`src/rtl/draw_pkg.sv`:
```
// Shared drawing constants, coordinate widths and the rectangle sweep state encoding.
// Used by rect_reader and rect_scan_counter.
package draw_pkg;

    localparam int X_W      = 10;
    localparam int Y_W      = 9;
    localparam int COLOR_W  = 3;
    localparam int SCREEN_W = 640;
    localparam int SCREEN_H = 480;
    localparam int COUNT_W  = X_W + Y_W;

    typedef enum logic [1:0] {
        IDLE  = 2'd0,
        SCAN  = 2'd1,
        DRAIN = 2'd2,
        DONE  = 2'd3
    } state_t;

    // Increment that sticks at all-ones instead of wrapping.
    function automatic logic [COUNT_W-1:0] sat_inc(input logic [COUNT_W-1:0] v);
        return (&v) ? v : v + COUNT_W'(1);
    endfunction

endpackage

```
`src/rtl/rect_scan_counter.sv`:
```
// Raster offset generator for a rectangle sweep: column offset inner, row offset outer.
// Flags whether the current pixel lies on screen and whether it is the last one.
module rect_scan_counter
    import draw_pkg::*;
(
    input  logic           clock,
    input  logic           resetn,
    input  logic           clear,
    input  logic           advance,
    input  logic [X_W-1:0] base_x,
    input  logic [Y_W-1:0] base_y,
    input  logic [X_W-1:0] width,
    input  logic [Y_W-1:0] height,
    output logic [X_W-1:0] cx,
    output logic [Y_W-1:0] cy,
    output logic           in_bounds,
    output logic           last_pixel
);

    logic [X_W-1:0] cx_reg;
    logic [Y_W-1:0] cy_reg;
    logic [X_W:0]   pix_x;
    logic [Y_W:0]   pix_y;
    logic           row_end;

    assign row_end = (cx_reg == width - X_W'(1));

    always_ff @(posedge clock or negedge resetn) begin
        if (!resetn) begin
            cx_reg <= '0;
            cy_reg <= '0;
        end else if (clear) begin
            cx_reg <= '0;
            cy_reg <= '0;
        end else if (advance) begin
            if (row_end) begin
                cx_reg <= '0;
                cy_reg <= cy_reg + Y_W'(1);
            end else begin
                cx_reg <= cx_reg + X_W'(1);
            end
        end
    end

    // One extra bit so a rectangle hanging past the right/bottom edge cannot wrap back on screen.
    assign pix_x      = {1'b0, base_x} + {1'b0, cx_reg};
    assign pix_y      = {1'b0, base_y} + {1'b0, cy_reg};
    assign in_bounds  = (pix_x < (X_W+1)'(SCREEN_W)) && (pix_y < (Y_W+1)'(SCREEN_H));
    assign last_pixel = row_end && (cy_reg == height - Y_W'(1));
    assign cx         = cx_reg;
    assign cy         = cy_reg;

endmodule

```
`src/rtl/rect_reader.sv`:
```
// Sweeps a framebuffer rectangle through the synchronous read port and reports colour hits.
// Build option RECT_READER_EARLY_EXIT_EN: stop issuing reads at the first matching pixel.
module rect_reader
    import draw_pkg::*;
#(
    parameter int RD_LATENCY = 1
) (
    input  logic               clock,
    input  logic               resetn,
    input  logic               start,
    input  logic [X_W-1:0]     x,
    input  logic [Y_W-1:0]     y,
    input  logic [X_W-1:0]     width,
    input  logic [Y_W-1:0]     height,
    input  logic [COLOR_W-1:0] match_color,
    output logic [X_W-1:0]     rd_x,
    output logic [Y_W-1:0]     rd_y,
    output logic               rd_en,
    input  logic [COLOR_W-1:0] rd_data,
    output logic               busy,
    output logic               done,
    output logic               hit,
    output logic [COUNT_W-1:0] match_count,
    output logic [X_W-1:0]     hit_x,
    output logic [Y_W-1:0]     hit_y
);

    state_t             state_reg, state_next;
    logic [X_W-1:0]     x_reg, w_reg;
    logic [Y_W-1:0]     y_reg, h_reg;
    logic [COLOR_W-1:0] color_reg;
    logic [2:0]         drain_cnt_reg;
    logic               hit_reg;
    logic [COUNT_W-1:0] count_reg;
    logic [X_W-1:0]     hit_x_reg;
    logic [Y_W-1:0]     hit_y_reg;

    logic [X_W-1:0]     cx;
    logic [Y_W-1:0]     cy;
    logic               in_bounds, last_pixel;
    logic               accept, empty_rect, sample_match, count_en, stop_scan;

    logic [RD_LATENCY-1:0] valid_pipe_reg, valid_pipe_next;
    logic [X_W-1:0]        px_pipe_reg [RD_LATENCY];
    logic [X_W-1:0]        px_pipe_next[RD_LATENCY];
    logic [Y_W-1:0]        py_pipe_reg [RD_LATENCY];
    logic [Y_W-1:0]        py_pipe_next[RD_LATENCY];

    genvar gi;

    assign accept     = (state_reg == IDLE) && start;
    assign empty_rect = (width == '0) || (height == '0);

    rect_scan_counter u_scan (
        .clock      (clock),
        .resetn     (resetn),
        .clear      (accept),
        .advance    (state_reg == SCAN),
        .base_x     (x_reg),
        .base_y     (y_reg),
        .width      (w_reg),
        .height     (h_reg),
        .cx         (cx),
        .cy         (cy),
        .in_bounds  (in_bounds),
        .last_pixel (last_pixel)
    );

    // Valid flag and coordinates travel alongside each read so a return can be attributed.
    generate
        for (gi = 0; gi < RD_LATENCY; gi++) begin : g_ret_pipe
            if (gi == 0) begin : g_head
                assign valid_pipe_next[gi] = rd_en;
                assign px_pipe_next[gi]    = rd_x;
                assign py_pipe_next[gi]    = rd_y;
            end else begin : g_tail
                assign valid_pipe_next[gi] = valid_pipe_reg[gi-1];
                assign px_pipe_next[gi]    = px_pipe_reg[gi-1];
                assign py_pipe_next[gi]    = py_pipe_reg[gi-1];
            end
        end
    endgenerate

    assign sample_match = valid_pipe_reg[RD_LATENCY-1] && (rd_data == color_reg);

`ifdef RECT_READER_EARLY_EXIT_EN
    // Only the first hit counts; anything still in flight after it is discarded.
    assign count_en  = sample_match && !hit_reg;
    assign stop_scan = count_en;
`else
    assign count_en  = sample_match;
    assign stop_scan = 1'b0;
`endif

    always_ff @(posedge clock or negedge resetn) begin
        if (!resetn) begin
            state_reg <= IDLE;
        end else begin
            state_reg <= state_next;
        end
    end

    always_comb begin
        state_next = state_reg;
        case (state_reg)
            IDLE:    if (start) state_next = empty_rect ? DONE : SCAN;
            SCAN:    if (last_pixel || stop_scan) state_next = DRAIN;
            DRAIN:   if (drain_cnt_reg == '0) state_next = DONE;
            DONE:    state_next = IDLE;
            default: state_next = IDLE;
        endcase
    end

    always_comb begin
        rd_en = 1'b0;
        rd_x  = '0;
        rd_y  = '0;
        busy  = 1'b0;
        done  = 1'b0;
        case (state_reg)
            SCAN: begin
                rd_en = in_bounds;
                rd_x  = x_reg + cx;
                rd_y  = y_reg + cy;
                busy  = 1'b1;
            end
            DRAIN:   busy = 1'b1;
            DONE:    done = 1'b1;
            default: ;
        endcase
    end

    always_ff @(posedge clock or negedge resetn) begin
        if (!resetn) begin
            x_reg          <= '0;
            y_reg          <= '0;
            w_reg          <= '0;
            h_reg          <= '0;
            color_reg      <= '0;
            drain_cnt_reg  <= '0;
            hit_reg        <= 1'b0;
            count_reg      <= '0;
            hit_x_reg      <= '0;
            hit_y_reg      <= '0;
            valid_pipe_reg <= '0;
            px_pipe_reg    <= '{default: '0};
            py_pipe_reg    <= '{default: '0};
        end else begin
            if (accept) begin
                x_reg     <= x;
                y_reg     <= y;
                w_reg     <= width;
                h_reg     <= height;
                color_reg <= match_color;
                hit_reg   <= 1'b0;
                count_reg <= '0;
            end else if (count_en) begin
                count_reg <= sat_inc(count_reg);
                if (!hit_reg) begin
                    hit_reg   <= 1'b1;
                    hit_x_reg <= px_pipe_reg[RD_LATENCY-1];
                    hit_y_reg <= py_pipe_reg[RD_LATENCY-1];
                end
            end

            // Preloaded outside DRAIN so the drain lasts exactly RD_LATENCY cycles.
            if (state_reg != DRAIN) begin
                drain_cnt_reg <= 3'(RD_LATENCY - 1);
            end else if (drain_cnt_reg != '0) begin
                drain_cnt_reg <= drain_cnt_reg - 3'd1;
            end

            valid_pipe_reg <= valid_pipe_next;
            px_pipe_reg    <= px_pipe_next;
            py_pipe_reg    <= py_pipe_next;
        end
    end

    assign hit         = hit_reg;
    assign match_count = count_reg;
    assign hit_x       = hit_x_reg;
    assign hit_y       = hit_y_reg;

endmodule

```
`config.mk`:
```
export PLATFORM = sky130hd
export DESIGN_NAME = rect_reader
export DESIGN_NICKNAME = d
export VERILOG_FILES = /design/src/rtl/draw_pkg.sv /design/src/rtl/rect_scan_counter.sv /design/src/rtl/rect_reader.sv
export SDC_FILE = /design/constraint.sdc
export NUM_CORES = 1
export LEC_CHECK = 0
export BUFFER_PORTS_ARGS = -buffer_cell sky130_fd_sc_hd__buf_4
export CAP_MARGIN = 40
export CORE_ASPECT_RATIO = 0.7
export CORE_MARGIN = 2
export CORE_UTILIZATION = 61
export CTS_CLUSTER_DIAMETER = 30
export DETAILED_ROUTE_END_ITERATION = 8
export PLACE_DENSITY_LB_ADDON = 0.25
export SLEW_MARGIN = 20
export SYNTH_ARGS = -nofsm -noshare
export SYNTH_HDL_FRONTEND = slang
export SYNTH_SLANG_ARGS = --single-unit
```
`constraint.sdc`:
```
create_clock -name clock -period 4.5 [get_ports clock]
set_input_delay 0.225 -clock clock [delete_from_list [all_inputs] [get_ports clock]]
set_output_delay 0.225 -clock clock [all_outputs]
set_load 0.05 [all_outputs]
```
==> metrics.cfg, run 1 <==
[run_status]
status = completed

[setup_path]
reg2reg_slack_ps = 1650
crit_family = compound AO/OA/AOI/OAI gates
cp_num_buf_inv = 1
crit_arrival_ps = 3350
critPathKind = reg2out
worst_path_largest_cell_delay_ps = 470
crit_path_frequent_cell = a21oi_1
start_kind = flip-flop
cpMaxStageDelayCell = dfrtp_1
cp-end-kind = output pin
worstPathRequired_ps = 4280
crit_fanout = 7
path_cells = ha_1, fa_1, a21o_1, a21oi_1, a2bb2oi_1, a21oi_1, mux2i_1, a2111oi_0, nor3_1, buf_4

[floorplan]
die_y_um = 91.4
coreArea_um2 = 10500
start_util = 0.636
dieArea_um2 = 11800
die_w_um = 129
core.rowCount = 31
pin_count = 108

[cts]
cts_resized = 0
clock-root-buffer = clkbuf_16
cts_setup_buffers = 0
cts_buffer_depth = 2
worst_skew_pair.late_latency_ps = 420
cts.reportedPaths.clkPinSlew_ps = 60
cts_hold_buf = 15
cts.sinks = 124
numCtsBuffers = 17
cts_tree = built
htreeDepth = 4

[route]
first_pass_iters = 5
drc = 0
dr_total_vias = 5831
via_per_inst = 5.97
wl_mm = 16.9
antenna_left = 0
wl_per_cell_um = 17.3
drt_iter0_markers = 463

[yosys]
ys_async_sr_fraction = 1.00
yosysMostFrequentCell = nand2_1
synth-seq-cells = 124
synthCells = 710
ys_seq_area_frac = 0.466
yosys.area.top_type = dfrtp_1
synth.net_count = 790
ys_top_cells_by_area = dfrtp_1 47%, nand2_1 9.0%, ha_1 5.8%
synth.cell_area_um2 = 6660
netlist_top_cells_count = 159 x nand2_1, 124 x dfrtp_1, 53 x nor2_1, 32 x o21ai_0, 31 x ha_1
synth_top_area_share = 0.466
synth_warnings = 0
avgSynthCellArea_um2 = 9.38
ys.flop_type = dfrtp_1
synth_cell_type_count = 59
synth_edf_count = 0

[global_route]
grt_pass1_wl_mm = 27.7
overflow = 0
grt_pass1_vias = 5789
grt_max_degree = 83
antenna_found_initial = 0
track_usage = 0.300

[timing]
period_needed_ps = 3570
maxSlewHeadroom = 0.446
fin_crit_sh = 0.794
layout_setup_ws_ps = 929
finalClockSkew_ps = 7.47
max_slew.worst_pin.slew_ps = 829
fin_setup_tns_ps = 0
rsz0062_at_grt = no
hold_viol = 0
slew_viol_final = 0
final-setup-viol-count = 0
fmax_ghz = 0.280

[placed_design]
place_ws_ps = 1490
gp_congestion = 0.945
hpwl_mm = 11.5
numPortBuffers = 107

[final_layout]
syn2layout_area_growth_pct = 25.6
largest_reg_flops = 19
final_nets = 913
final_core_util = 0.798
antennaDiodeCount = 0
drive_gt1_frac = 0.208

[pwr]
cellLeakagePower_nw = 4.10
power_mw = 2.53
p_per_area_nw_per_um2 = 302
ir_worst_vdd_v = 0.000271

[hold_path]
hold_path_class = in2reg

[job]
cap_viol_max_count = 0

==> per-stage QoR <==
step | cell area [um^2] | cells | hold slack (ps)
floorplan | 6660 | 710 | -70.6
detailed placement | 7600 | 929 | 254
global placement | 7560 | 927 | 232
CTS | 8340 | 975 | 0.321
global route | 8360 | 977 | 11.3
finish | 8360 | 977 | 7.89
==> where the power goes <==
part           switching [mW]  total, mW  internal (mW)  leakage [nW]
registers                   0       1.12           1.12          1.58
logic                  0.0336     0.0702         0.0366          2.25
clock network           0.514       1.34          0.828         0.278
total                   0.548       2.53           1.98          4.10
==> final cells by class <==
type                            instances  area [um^2]
Clock buffer                           18          439
Clock inverter                         13          145
Fill cell                             668         2110
Inverter                               17         63.8
Multi-Input combinational cell        543         3390
Sequential cell                       124         3100
Tap cell                              132          165
Timing Repair Buffer                  130         1050
==> worst register-to-register path: stages (launching register included) <==
cell	delay (ps)
dfrtp_1	470
ha_1	270
fa_1	420
a21o_1	200
a21oi_1	250
a2bb2oi_1	250
a21oi_1	180
mux2i_1	150
a2111oi_0	390
nor3_1	120
==> routing by layer <==
metal / share of wire / GRT usage
met4: 0.026 / 0.115
met3: 0.077 / 0.0807
met2: 0.46 / 0.471
met5: 0 / 0
met1: 0.44 / 0.398
==> kinds of logic after synthesis <==
kind of cell	after synthesis	share of synthesized area
XOR/XNOR	57	0.0750
AO/OA/AOI/OAI	96	0.0910
AND/OR/NAND/NOR	329	0.233
multiplexers	28	0.0460
flip-flops	124	0.466
adder cells (fa/ha/maj)	33	0.0643
buffers and inverters	43	0.0244
==> path summary, 6_finish.rpt <==
path,startpoint,to,cells past startpoint
setup / recovery,u_scan.cx[0]$_DFFE_PN0P_,rd_en,10
hold / removal,y[6],y_reg[6]$_DFFE_PN0P_,3
setup reg to reg,u_scan.cx[0]$_DFFE_PN0P_,valid_pipe_reg$_DFF_PN0_,9
hold reg to reg,py_pipe_reg[4]$_DFF_PN0_,hit_y[4]$_DFFE_PN0P_,1
max in group asynchronous,resetn,match_count[1]$_DFFE_PN0P_,3
min in group asynchronous,resetn,hit_x[6]$_DFFE_PN0P_,2
==> cell usage in the layout (no fill, tap or decap), types with 4 or more instances in the layout <==
| cell | synthesis | final |
|---|---|---|
| mux2_2 | 21 | 21 |
| nor2_1 | 53 | 53 |
| nand2b_1 | 4 | 4 |
| and4_1 | 5 | 5 |
| nor3_1 | 21 | 21 |
| xnor2_1 | 29 | 29 |
| a31oi_1 | 5 | 5 |
| xor2_1 | 28 | 28 |
| o21ai_0 | 32 | 32 |
| and2_1 | 11 | 10 |
| mux2i_1 | 7 | 7 |
| dfrtp_1 | 124 | 124 |
| buf_4 | 0 | 111 |
| and3_1 | 7 | 7 |
| a21o_1 | 5 | 5 |
| nand3_1 | 11 | 11 |
| o21bai_1 | 4 | 4 |
| inv_1 | 17 | 17 |
| a21oi_1 | 25 | 25 |
| clkinv_4 | 0 | 5 |
| clkbuf_16 | 0 | 17 |
| dlygate4sd3_1 | 0 | 15 |
| nand2_1 | 159 | 159 |
| nor2b_1 | 7 | 7 |
| or3_1 | 9 | 9 |
| nor4_1 | 7 | 7 |
| nand4_1 | 14 | 14 |
| nor3b_1 | 4 | 4 |
| ha_1 | 31 | 31 |
Note: power is estimated with default switching activity, not from simulation.
==> run 2, diff against run 1 <==
- CORE_UTILIZATION: 61 -> 57
- clock period: 4.5 -> 3.6 ns (I/O delays scaled with it)
==> run 2 against run 1 <==
Compared with the run above:
- first-iteration DRC count is 0.22% higher
- via count is 0.45% higher
- non-clock buffer count is 26 higher
- setup slack worse by 690 ps
- critical path type unchanged
- largest cell class unchanged
==> metrics.cfg, run 2 (synthesized netlist as in run 1, its figures left out) <==
[floorplan]
core.rowCount = 32
dieArea_um2 = 12600
die_y_um = 94.4
die_w_um = 133
pin_count = 108
start_util = 0.594
coreArea_um2 = 11200

[run_status]
status = completed

[cts]
numCtsBuffers = 17
cts_buffer_depth = 2
cts.sinks = 124
htreeDepth = 4
cts_tree = built
cts_setup_buffers = 0
clock-root-buffer = clkbuf_16
cts.reportedPaths.clkPinSlew_ps = 60
worst_skew_pair.late_latency_ps = 420

[route]
wl_mm = 17.5
first_pass_iters = 5
via_per_inst = 5.71
dr_total_vias = 5857
drc = 0
drt_iter0_markers = 464
antenna_left = 0
wl_per_cell_um = 17.0

[timing]
fin_crit_sh = 0.932
fin_setup_tns_ps = 0
finalClockSkew_ps = 10.0
period_needed_ps = 3360
final-setup-viol-count = 0
hold_viol = 0
fmax_ghz = 0.298
rsz0062_at_grt = no
maxSlewHeadroom = 0.423
slew_viol_final = 0
max_slew.worst_pin.slew_ps = 857

[final_layout]
drive_gt1_frac = 0.204
mostFrequentLayoutCell = nand2_1
syn2layout_area_growth_pct = 30.5
largest_reg_flops = 19
final_nets = 939
antennaDiodeCount = 0
final_cell_mix = 159 x nand2_1, 124 x dfrtp_1, 111 x buf_4
final_core_util = 0.775
n_fill_cell = 756

[global_route]
antenna_found_initial = 0
grt_max_degree = 64
grt_pass1_wl_mm = 28.2
grt_pass1_vias = 5725
track_usage = 0.287
overflow = 0

[pwr]
p_per_area_nw_per_um2 = 381
cellLeakagePower_nw = 4.24
ir_worst_vdd_v = 0.000329

[placed_design]
numPortBuffers = 107
gp_congestion = 0.891
hpwl_mm = 11.6

[job]
cap_viol_max_count = 0

[setup_path]
start_kind = flip-flop
crit_fanout = 7
critPathKind = reg2out
crit_arrival_ps = 3180
cp-end-kind = output pin
worstPathRequired_ps = 3420

[hold_path]
hold_path_class = in2reg

-- run 2: cell count changes in the layout (fill, tap and decap cells not counted), sizes merged --
cell and change:
clkinv -3, clkbuf +1, buf -1, clkinvlp -3, inv +6, dlygate4sd3 +26, bufinv +1
-- run 2: worst max-delay path, stage by stage, from the launching register on --
cell and delay [ps]:
dfrtp_1 460, ha_1 260, fa_1 410, a21o_1 200, a21oi_2 190, a2bb2oi_1 250, a21oi_1 170, mux2i_1 160
a2111oi_1 330, nor3_1 110, buf_4 210
-- run 2: path summary, 6_finish.rpt --
kind | start | end | slack, ps | depth (start not counted)
worst max-delay path | u_scan.cx[0]$_DFFE_PN0P_ | rd_en | 240 | 10
worst min-delay path | width[1] | w_reg[1]$_DFFE_PN0P_ | 30 | 3
worst max register to register | w_reg[0]$_DFFE_PN0P_ | state_reg[1]$_DFFE_PN0P_ | 840 | 8
worst min register to register | px_pipe_reg[5]$_DFF_PN0_ | hit_x[5]$_DFFE_PN0P_ | 480 | 1
max in group asynchronous | resetn | u_scan.cx[2]$_DFFE_PN0P_ | 2650 | 4
min in group asynchronous | resetn | hit_x[8]$_DFFE_PN0P_ | 100 | 2
-- run 2: final cells by class --
class                      instances  area (um^2)  area share
clock buffer                      18          439      0.0506
inverter                          17         63.8     0.00735
timing repair buffer             156         1310       0.151
multi-input combinational        543         3400       0.391
sequential                       124         3100       0.357
clock inverter                    14          179      0.0206
tap                              153          191      0.0220
-- run 2: what timing repair did --
action                                  CTS  global route
hold endpoints to repair                102             0
endpoints found under the setup margin    0             1
hold buffers                             41             0
gates resized for setup                   0             2
-- run 2: stage by stage --
stage	cell area (um^2)	worst slack [ps]	instances	total power, mW	hold slack (ps)
global placement	7600	647	949	1.49	301
global route	8690	44.2	1025	3.41	26.4
CTS	8630	106	1022	3.31	15.0
floorplan	6660	233	710	1.42	-116
detailed placement	7600	582	949	1.50	310
finish	8690	243	1025	3.31	31.1
-- run 2: power by group --
group / switching [mW] / internal [mW] / total, mW
sequential: 0 / 1.39 / 1.39
clock: 0.677 / 1.12 / 1.80
combinational: 0.0475 / 0.0681 / 0.116
-- run 2: metal layers --
layer	GRT usage	wire, um	vias to the layer above
li1	-	-	2754
met1	0.382	7840	2846
met2	0.478	8410	225
met3	0.0564	940	32
met4	0.0993	264	0
met5	0	0	-
